==> src/rtl/mem_arbiter_pkg.sv <==
// Shared encodings and defaults for the two-cache main-memory arbiter.
package mem_arbiter_pkg;

  // Default timing parameters of the memory system.
  localparam int DEF_MEM_LAT  = 2;
  localparam int DEF_MAX_HOLD = 16;

  // Arbiter states. The grant states are one-hot so each grant output is a
  // straight decode of a single state flop.
  typedef enum logic [1:0] {
    ST_IDLE    = 2'b00,
    ST_GRANT_I = 2'b01,
    ST_GRANT_D = 2'b10
  } arb_state_e;

  // Port owner / requester identity.
  typedef enum logic {
    OWN_I = 1'b0,
    OWN_D = 1'b1
  } owner_e;

  // One entry of the read-return tag pipe.
  typedef struct packed {
    logic   valid;
    owner_e owner;
  } rd_tag_t;

endpackage : mem_arbiter_pkg

==> src/rtl/mem_arbiter_rd_tag_pipe.sv <==
// MEM_LAT-stage shift register of {valid, owner} tags. The output stage lines
// up with the cycle in which memory drives the data for the tagged read.
module mem_arbiter_rd_tag_pipe
  import mem_arbiter_pkg::*;
#(
  parameter int MEM_LAT = DEF_MEM_LAT
) (
  input  logic    clk,
  input  logic    rst,
  input  rd_tag_t tag_i,
  output rd_tag_t tag_o
);

  rd_tag_t [MEM_LAT-1:0] stage_q;

  generate
    if (MEM_LAT == 1) begin : g_single
      // Single-stage pipe: capture the tag of the current cycle.
      always_ff @(posedge clk) begin
        // NOTE: the tag stages are control state, not data storage, so every
        // stage is reset; otherwise an in-flight read could fire a valid after
        // reset.
        if (rst) stage_q <= '0;
        else     stage_q <= tag_i;
      end
    end else begin : g_multi
      // Multi-stage pipe: shift tags one stage per clock toward the output.
      always_ff @(posedge clk) begin
        if (rst) stage_q <= '0;
        else     stage_q <= {stage_q[MEM_LAT-2:0], tag_i};
      end
    end
  endgenerate

  assign tag_o = stage_q[MEM_LAT-1];

endmodule : mem_arbiter_rd_tag_pipe

==> src/rtl/mem_arbiter.sv <==
// Arbitrates the single main-memory port between the I-cache and D-cache
// line-transfer FSMs. Word accesses of the owner pass through combinationally;
// read data is routed back using a tag pipe matched to memory latency.
module mem_arbiter
  import mem_arbiter_pkg::*;
#(
  parameter int MEM_LAT  = DEF_MEM_LAT,
  parameter int MAX_HOLD = DEF_MAX_HOLD,
  parameter int ADDR_W   = 16,
  parameter int DATA_W   = 16
) (
  input  logic              clk,
  input  logic              rst,
  // I-cache side
  input  logic              i_req,
  input  logic              i_rd,
  input  logic              i_wr,
  input  logic [ADDR_W-1:0] i_addr,
  input  logic [DATA_W-1:0] i_data_in,
  output logic              i_gnt,
  output logic [DATA_W-1:0] i_data_out,
  output logic              i_rd_valid,
  output logic              i_err,
  // D-cache side
  input  logic              d_req,
  input  logic              d_rd,
  input  logic              d_wr,
  input  logic [ADDR_W-1:0] d_addr,
  input  logic [DATA_W-1:0] d_data_in,
  output logic              d_gnt,
  output logic [DATA_W-1:0] d_data_out,
  output logic              d_rd_valid,
  output logic              d_err,
  // Memory side
  output logic [ADDR_W-1:0] mem_addr,
  output logic              mem_rd,
  output logic              mem_wr,
  output logic [DATA_W-1:0] mem_data_in,
  input  logic [DATA_W-1:0] mem_DataOut,
  // Diagnostics
  output logic              hold_timeout
);

  localparam int CNT_W = $clog2(MAX_HOLD + 1);

  arb_state_e       state_q;
  owner_e           last_owner_q;
  logic [CNT_W-1:0] hold_cnt_q;
  logic [CNT_W-1:0] hold_cnt_d;
  logic             hold_timeout_q;

  // Signals of whichever requester currently owns the port.
  logic              own_req;
  logic              own_rd;
  logic              own_wr;
  logic [ADDR_W-1:0] own_addr;
  logic [DATA_W-1:0] own_wdata;
  owner_e            cur_owner;

  rd_tag_t tag_in;
  rd_tag_t tag_out;

  // Select the owner's request and strobes; nothing is selected when idle.
  always_comb begin
    // NOTE: every output of this block gets a default first so no path
    // through the case leaves a signal unassigned (no latch).
    own_req   = 1'b0;
    own_rd    = 1'b0;
    own_wr    = 1'b0;
    own_addr  = '0;
    own_wdata = '0;
    cur_owner = OWN_I;
    case (state_q)
      ST_GRANT_I: begin
        own_req   = i_req;
        own_rd    = i_rd;
        own_wr    = i_wr;
        own_addr  = i_addr;
        own_wdata = i_data_in;
        cur_owner = OWN_I;
      end
      ST_GRANT_D: begin
        own_req   = d_req;
        own_rd    = d_rd;
        own_wr    = d_wr;
        own_addr  = d_addr;
        own_wdata = d_data_in;
        cur_owner = OWN_D;
      end
      default: ;
    endcase
  end

  // Saturating increment of the hold counter.
  assign hold_cnt_d = (hold_cnt_q == CNT_W'(MAX_HOLD)) ? hold_cnt_q
                                                       : hold_cnt_q + 1'b1;

  // Arbitration FSM with its hold counter and sticky timeout flag.
  always_ff @(posedge clk) begin
    // NOTE: sequential state uses non-blocking assignments only, so every
    // register samples the pre-edge values regardless of statement order.
    if (rst) begin
      state_q        <= ST_IDLE;
      last_owner_q   <= OWN_D;
      hold_cnt_q     <= '0;
      hold_timeout_q <= 1'b0;
    end else begin
      if (own_req && (hold_cnt_q == CNT_W'(MAX_HOLD))) begin
        hold_timeout_q <= 1'b1;
      end
      case (state_q)
        ST_IDLE: begin
          // On a tie the requester that did not own the port last wins.
          if (i_req && (!d_req || (last_owner_q == OWN_D))) begin
            state_q <= ST_GRANT_I;
          end else if (d_req) begin
            state_q <= ST_GRANT_D;
          end
        end
        ST_GRANT_I: begin
          if (i_req) begin
            hold_cnt_q <= hold_cnt_d;
          end else begin
            last_owner_q <= OWN_I;
            hold_cnt_q   <= '0;
            state_q      <= d_req ? ST_GRANT_D : ST_IDLE;
          end
        end
        ST_GRANT_D: begin
          if (d_req) begin
            hold_cnt_q <= hold_cnt_d;
          end else begin
            last_owner_q <= OWN_D;
            hold_cnt_q   <= '0;
            state_q      <= i_req ? ST_GRANT_I : ST_IDLE;
          end
        end
        default: state_q <= ST_IDLE;
      endcase
    end
  end

  // Grants are direct decodes of the state register, so they are glitch-free
  // and mutually exclusive.
  assign i_gnt        = (state_q == ST_GRANT_I);
  assign d_gnt        = (state_q == ST_GRANT_D);
  assign hold_timeout = hold_timeout_q;

  // Word passthrough; a simultaneous rd+wr from the owner issues nothing.
  assign mem_rd      = own_req & own_rd & ~own_wr;
  assign mem_wr      = own_req & own_wr & ~own_rd;
  assign mem_addr    = own_addr;
  assign mem_data_in = own_wdata;

  assign i_err = i_gnt & i_req & i_rd & i_wr;
  assign d_err = d_gnt & d_req & d_rd & d_wr;

  // Tag each issued read with its owner so the data returns to the issuer
  // even if ownership has changed by the time memory answers.
  assign tag_in = '{valid: mem_rd, owner: cur_owner};

  mem_arbiter_rd_tag_pipe #(
    .MEM_LAT (MEM_LAT)
  ) u_rd_tag_pipe (
    .clk   (clk),
    .rst   (rst),
    .tag_i (tag_in),
    .tag_o (tag_out)
  );

  assign i_rd_valid = tag_out.valid & (tag_out.owner == OWN_I);
  assign d_rd_valid = tag_out.valid & (tag_out.owner == OWN_D);
  assign i_data_out = i_rd_valid ? mem_DataOut : '0;
  assign d_data_out = d_rd_valid ? mem_DataOut : '0;

endmodule : mem_arbiter
==> config.mk <==
export PLATFORM = sky130hd
export DESIGN_NAME = mem_arbiter
export DESIGN_NICKNAME = d
export VERILOG_FILES = /design/src/rtl/mem_arbiter_pkg.sv /design/src/rtl/mem_arbiter_rd_tag_pipe.sv /design/src/rtl/mem_arbiter.sv
export SDC_FILE = /design/constraint.sdc
export NUM_CORES = 1
export LEC_CHECK = 0
export ABC_AREA = 1
export BUFFER_PORTS_ARGS = -buffer_cell sky130_fd_sc_hd__buf_2
export CAP_MARGIN = 30
export CORE_MARGIN = 1.5
export CORE_UTILIZATION = 34
export DETAILED_ROUTE_END_ITERATION = 6
export PLACE_DENSITY = 0.81
export REMOVE_ABC_BUFFERS = 1
export SYNTH_ARGS = -nofsm -noshare
export SYNTH_HDL_FRONTEND = slang
export SYNTH_SLANG_ARGS = --single-unit
==> constraint.sdc <==
create_clock -name clk -period 1.8 [get_ports clk]
set_input_delay 0.09 -clock clk [delete_from_list [all_inputs] [get_ports clk]]
set_output_delay 0.09 -clock clk [all_outputs]
set_load 0.01 [all_outputs]
After elaboration in Yosys (flattened, before gate mapping)
Cells that the tools add are included.
{"block": "word_totals", "regBits": 13, "input_bits": 88, "out_inout_bits": 73}
{"block": "op_classes", "n_addsub": 1, "n_eq_ne": 6, "muxes": 22, "n_bitwise": 15, "reduce_logical": 8}
{"op": "16-bit case mux with 2 select lines", "count": 2}
{"op": "16-bit 2-to-1 mux", "count": 2}
{"op": "5-bit 2-to-1 mux", "count": 3}
{"op": "1-bit AND", "count": 12}
{"op": "2-bit 2-to-1 mux", "count": 5}
{"op": "5-bit case mux with 2 select lines", "count": 1}
{"op": "1-bit case mux with 2 select lines", "count": 4}
{"op": "2-bit case mux with 3 select lines", "count": 1}
{"op": "3-bit AND reduction", "count": 2}
{"op": "5-bit by 1-bit adder with 5-bit output (second input constant)", "count": 1}
{"op": "5-bit == test (second input constant)", "count": 1}
{"op": "1-bit 2-to-1 mux", "count": 4}
{"op": "2-bit != test (second input constant)", "count": 2}
{"op": "3-bit != test (second input constant)", "count": 1}
{"op": "1-bit NOT", "count": 3}
{"op": "2-bit by 1-bit == test with 1-bit output (second input constant)", "count": 1}
{"op": "2-bit == test (second input constant)", "count": 1}
{"op": "1-bit logical AND", "count": 2}
{"op": "2-bit zero test", "count": 1}
{"op": "2-bit nonzero test", "count": 1}
{"op": "1-bit zero test", "count": 1}
{"op": "1-bit logical OR", "count": 1}

Longest topological paths before layout
{"block": "logic_depth", "ltp_word": 5, "depth_mapped": 10, "ltp_nobuf": 9}

Modules after synthesis
A second synthesis with hierarchy kept.
{"block": "unflattened", "cells_unflattened": 273, "hier_area_um2": 1441.4}
{"mod": "mem_arbiter", "n_inst": 1, "cells_each": 259, "area_each_um2": 1316.3}
{"mod": "mem_arbiter_rd_tag_pipe", "n_inst": 1, "cells_each": 14, "area_each_um2": 125.1}

Worst setup path before layout
No wires, ideal clock.
{"block": "synth_timing", "path_kind": "reg2out", "from": "register state_q[1]", "to": "output port mem_wr", "arrival_time_ns": 1.317, "path_slack_ns": 0.393, "path_stages_with_launch": 8, "path_buffers": 1, "path_cell_list": "dfxtp_1 -> inv_1 -> ha_1 -> buf_4 -> nand2_2 -> nand2_1 -> nand2_1 -> nor3_1"}
{"block": "synth_via", "elab_chain_cells": 4}
{"item": "start: declaration", "line": "mem_arbiter.sv:46", "source": "arb_state_e state_q;"}
{"item": "start signal: assignment", "line": "mem_arbiter.sv:126", "source": "state_q <= d_req ? ST_GRANT_D : ST_IDLE;"}
{"item": "start signal: assignment", "line": "mem_arbiter.sv:135", "source": "state_q <= i_req ? ST_GRANT_I : ST_IDLE;"}
{"item": "2-bit by 1-bit == test with 1-bit output *"}
{"item": "net i_gnt", "line": "mem_arbiter.sv:20", "source": "output logic i_gnt,"}
{"item": "1-bit case mux with 2 select lines", "line": "mem_arbiter.sv:73", "source": "case (state_q)"}
{"item": "1-bit AND or 1-bit NOT (tied branches)", "line": "mem_arbiter.sv:151", "source": "assign mem_wr = own_req & own_wr & ~own_rd;"}
{"item": "1-bit AND *", "line": "mem_arbiter.sv:151"}
{"item": "end: declaration", "line": "mem_arbiter.sv:37", "source": "output logic mem_wr,"}
The timed path passes the listed nets; every way through them passes the cells marked *.

Final worst setup path
{"block": "layout_timing", "from": "register state_q[0]", "to": "output port mem_wr"}
{"block": "layout_via", "elab_chain_cells": 4}
{"item": "2-bit == test or 2-bit by 1-bit == test with 1-bit output (tied branches)", "line": "mem_arbiter.sv:73"}
{"item": "1-bit case mux with 2 select lines", "line": "mem_arbiter.sv:73"}
{"item": "1-bit AND or 1-bit NOT (tied branches)", "line": "mem_arbiter.sv:151"}
{"item": "1-bit AND *", "line": "mem_arbiter.sv:151"}
Mark *: on every way between the ends. The rest lies on a longest branch, timed or not.

==> summary.txt <==
Detailed routing
  • WL/cell: 10.24 um
  • DR vias/cell: 4.636
  • Post-route DRC: 0
  • DRT iter0 DRCs: 53
  • DRT antenna net count: 0
  • Via count: 2,244
  • Final wirelength: 4.955 mm
  • Drt pass-1 iters: 4

Timing
  • RSZ-0062 raised after global routing: no
  • Slew margin rel.: 66.75%
  • Pins Over Slew Limit: 0
  • Fin worst setup slack: 0.1047 ns
  • Worst Tran Pin Value: 0.4975 ns
  • Fmax: 589.9 MHz
  • Period minus WS final: 1.695 ns
  • Clk_skew: 0.003262 ns
  • Setup tns final: 0 ns
  • Setup violators final: 0
  • Final Hold Vio Count: 0
  • Period utilization: 94.18%

Setup path
  • CP max stage delay: 0.43 ns
  • Reg-to-reg critical path startpoint: state_q[0]
  • Critical Path, Cell by Cell: inv_2 > ha_4 > buf_4 > nand2_1 > o21ai_1 > nor3_1 > buf_2
  • Worst setup path class: reg -> out
  • Worst path arrival time: 1.61 ns
  • Worst path slowest cell: dfxtp_1
  • Critical Path Sink Type: output port
  • Required time worst endpoint: 1.71 ns
  • Worst setup path startpoint: state_q[0]
  • Crit-path max FO: 11
  • Crit start category: flop

Power
  • VDD IR max: 0.3017 mV
  • Power per cell area: 624.1 mW/mm^2
  • Lkg Pwr: 1.399 nW

Clock tree
  • Reg clk slew, reported paths: 0.05 ns
  • Post-CTS Setup Inserts: 0
  • CTS tree: done
  • CTS Sinks: 13
  • Clk_lat worst skew: 0.24 ns
  • CTS Buf Count: 3
  • Post_cts resized: 0
  • Root buffer cell: clkbuf_8
  • H-tree depth: 1
  • Max Buffers Root-to-Sink: 2
  • Hold Buf Count CTS: 0

Logic synthesis
  • Register area share after synthesis: 18.23%
  • Mapped Cells: 278
  • Ys Warns: 0
  • FF+latch count, synth: 13
  • Yosys cell types: 17
  • Mapped cell area: 0.001428 mm^2
  • Mapped Avg Cell Area: 5.135 um^2

Layout
  • Storage cell area: 261.5 um^2
  • Layout filler cell count: 394
  • Inserted Diodes: 0
  • Fin nets: 530
  • Area of the multi-input gates: 982.2 um^2
  • Final Non-Filler Cells: 484
  • Layout area overhead: 64.68%
  • Share of cells above drive strength 1: 41.71%

Global route
  • Grt total ovfl: 0
  • Initial antenna violation count: 0
  • Vias in the first global route: 1,872
  • Global-route usage over all layers: 20.95%
  • First-pass GRT wire length: 7.541 mm
  • Largest net degree at the start of global routing: 24

Die
  • Starting Density: 35.43%
  • Die Height: 67.80 um
  • I/O pins: 161
  • Horiz. Die Dim: 67.80 um
  • Core area: 0.004029 mm^2
  • # rows: 23
  • Die footprint: 0.004597 mm^2

Outcome
  • Status: finished clean

Placement
  • Routability cong.: 0.7749
  • Dpl cells: 480
  • DP Worst Slack: 0.2943 ns
  • Hpwl dp: 4.122 mm
  • # port buffers: 160

Hold path
  • Hold Crit Class: in -> reg
  • Hold wc startpoint: rst

Flow run
  • Max cap viols: 0
-- per-layer routing --
metal / global-route usage (%) / vias up / part of all wire (%)
li1: - / 1162 / -
met4: 6.000 / 0 / 2.4
met2: 43.01 / 118 / 50
met3: 5.500 / 10 / 9.6
met5: 0 / - / 0
met1: 19.88 / 954 / 38
-- registers in the layout, summed over array words and instances (netlist names) --
signal / flops
hold_cnt_q: 5
hold_timeout: 1
last_owner_q: 1
state_q: 2
u_rd_tag_pipe.stage_q: 2
u_rd_tag_pipe.tag_o: 2
-- stage by stage --
stage | power, mW | hold slack [ns] | instance area [um^2] | util, %
2_1_floorplan | 0.8151 | 0.1591 | 1349 | -
3_3_place_gp | 1.154 | 0.3944 | 2265 | 56.21
3_5_place_dp | 1.172 | 0.3971 | 2265 | 56.21
4_1_cts | 1.431 | 0.1625 | 2310 | 57.33
5_1_grt | 1.606 | 0.1707 | 2351 | 58.35
6_report | 1.467 | 0.1595 | 2351 | 58.35
-- cell usage in the layout, fill, tap and decap left out, types with 2 or more instances in the layout --
cell type and count:
nor2_1 47, nor3_1 4, ha_1 4, nand3_1 13, nand4_1 3, dfxtp_1 12, buf_2 160, clkbuf_8 3
inv_2 3, buf_4 7, nand2_2 3, nand2_1 91, o21ai_1 2, inv_1 36, ha_4 3, a21oi_1 39
-- power breakdown --
| part | leakage, nW | internal [mW] | switching (mW) |
|---|---|---|---|
| Sequential | 0.106 | 0.315 | 0.0320 |
| Clock | 0.0228 | 0.156 | 0.0979 |
| Combinational | 1.27 | 0.345 | 0.521 |
-- cells by family (layout without fill, tap and decap cells) --
kind of cell | after synthesis | after routing | share of synthesized area [%]
simple gates | 162 | 162 | 45.14
buf+inv | 54 | 210 | 15.78
compound gates | 42 | 42 | 14.72
flops | 13 | 13 | 18.23
fa+ha+maj | 7 | 7 | 6.135
-- critical path, delay by kind of cell (launching register included) --
kind	cells	cell delay, ns
AOI/OAI and AO/OA	1	0.08
adders and majority gates	1	0.20
buffers and inverters	3	0.44
DFF	1	0.43
and+or+nand+nor	2	0.22
-- path summary, 6_finish.rpt --
| check | to | slack, ns | cells after the start |
|---|---|---|---|
| setup / recovery | mem_wr | 0.10 | 7 |
| hold / removal | state_q[1] | 0.16 | 2 |
| setup reg to reg | hold_cnt_q[2] | 0.36 | 6 |
| hold reg to reg | u_rd_tag_pipe.tag_o[0] | 0.40 | 2 |
-- cell type report --
type                       count  area share, %
multi-input combinational    211          41.78
timing repair buffer         167          36.30
sequential                    13          11.12
inverter                      39          6.227
tap                           50          2.661
clock buffer                   4          1.916
-- cell usage after synthesis, drive strengths merged --
library cell   n  area, um^2
a21oi         39       195.2
buf           14       75.07
clkbuf         1       3.750
dfxtp         13       260.3
ha             7       87.58
inv           39       146.4
nand2         94       357.8
nand3         13       65.06
nand4          3       18.77
nor2          48       182.7
nor3           4       20.02
o21ai          3       15.01
Note: power is estimated with default switching activity, not from simulation.
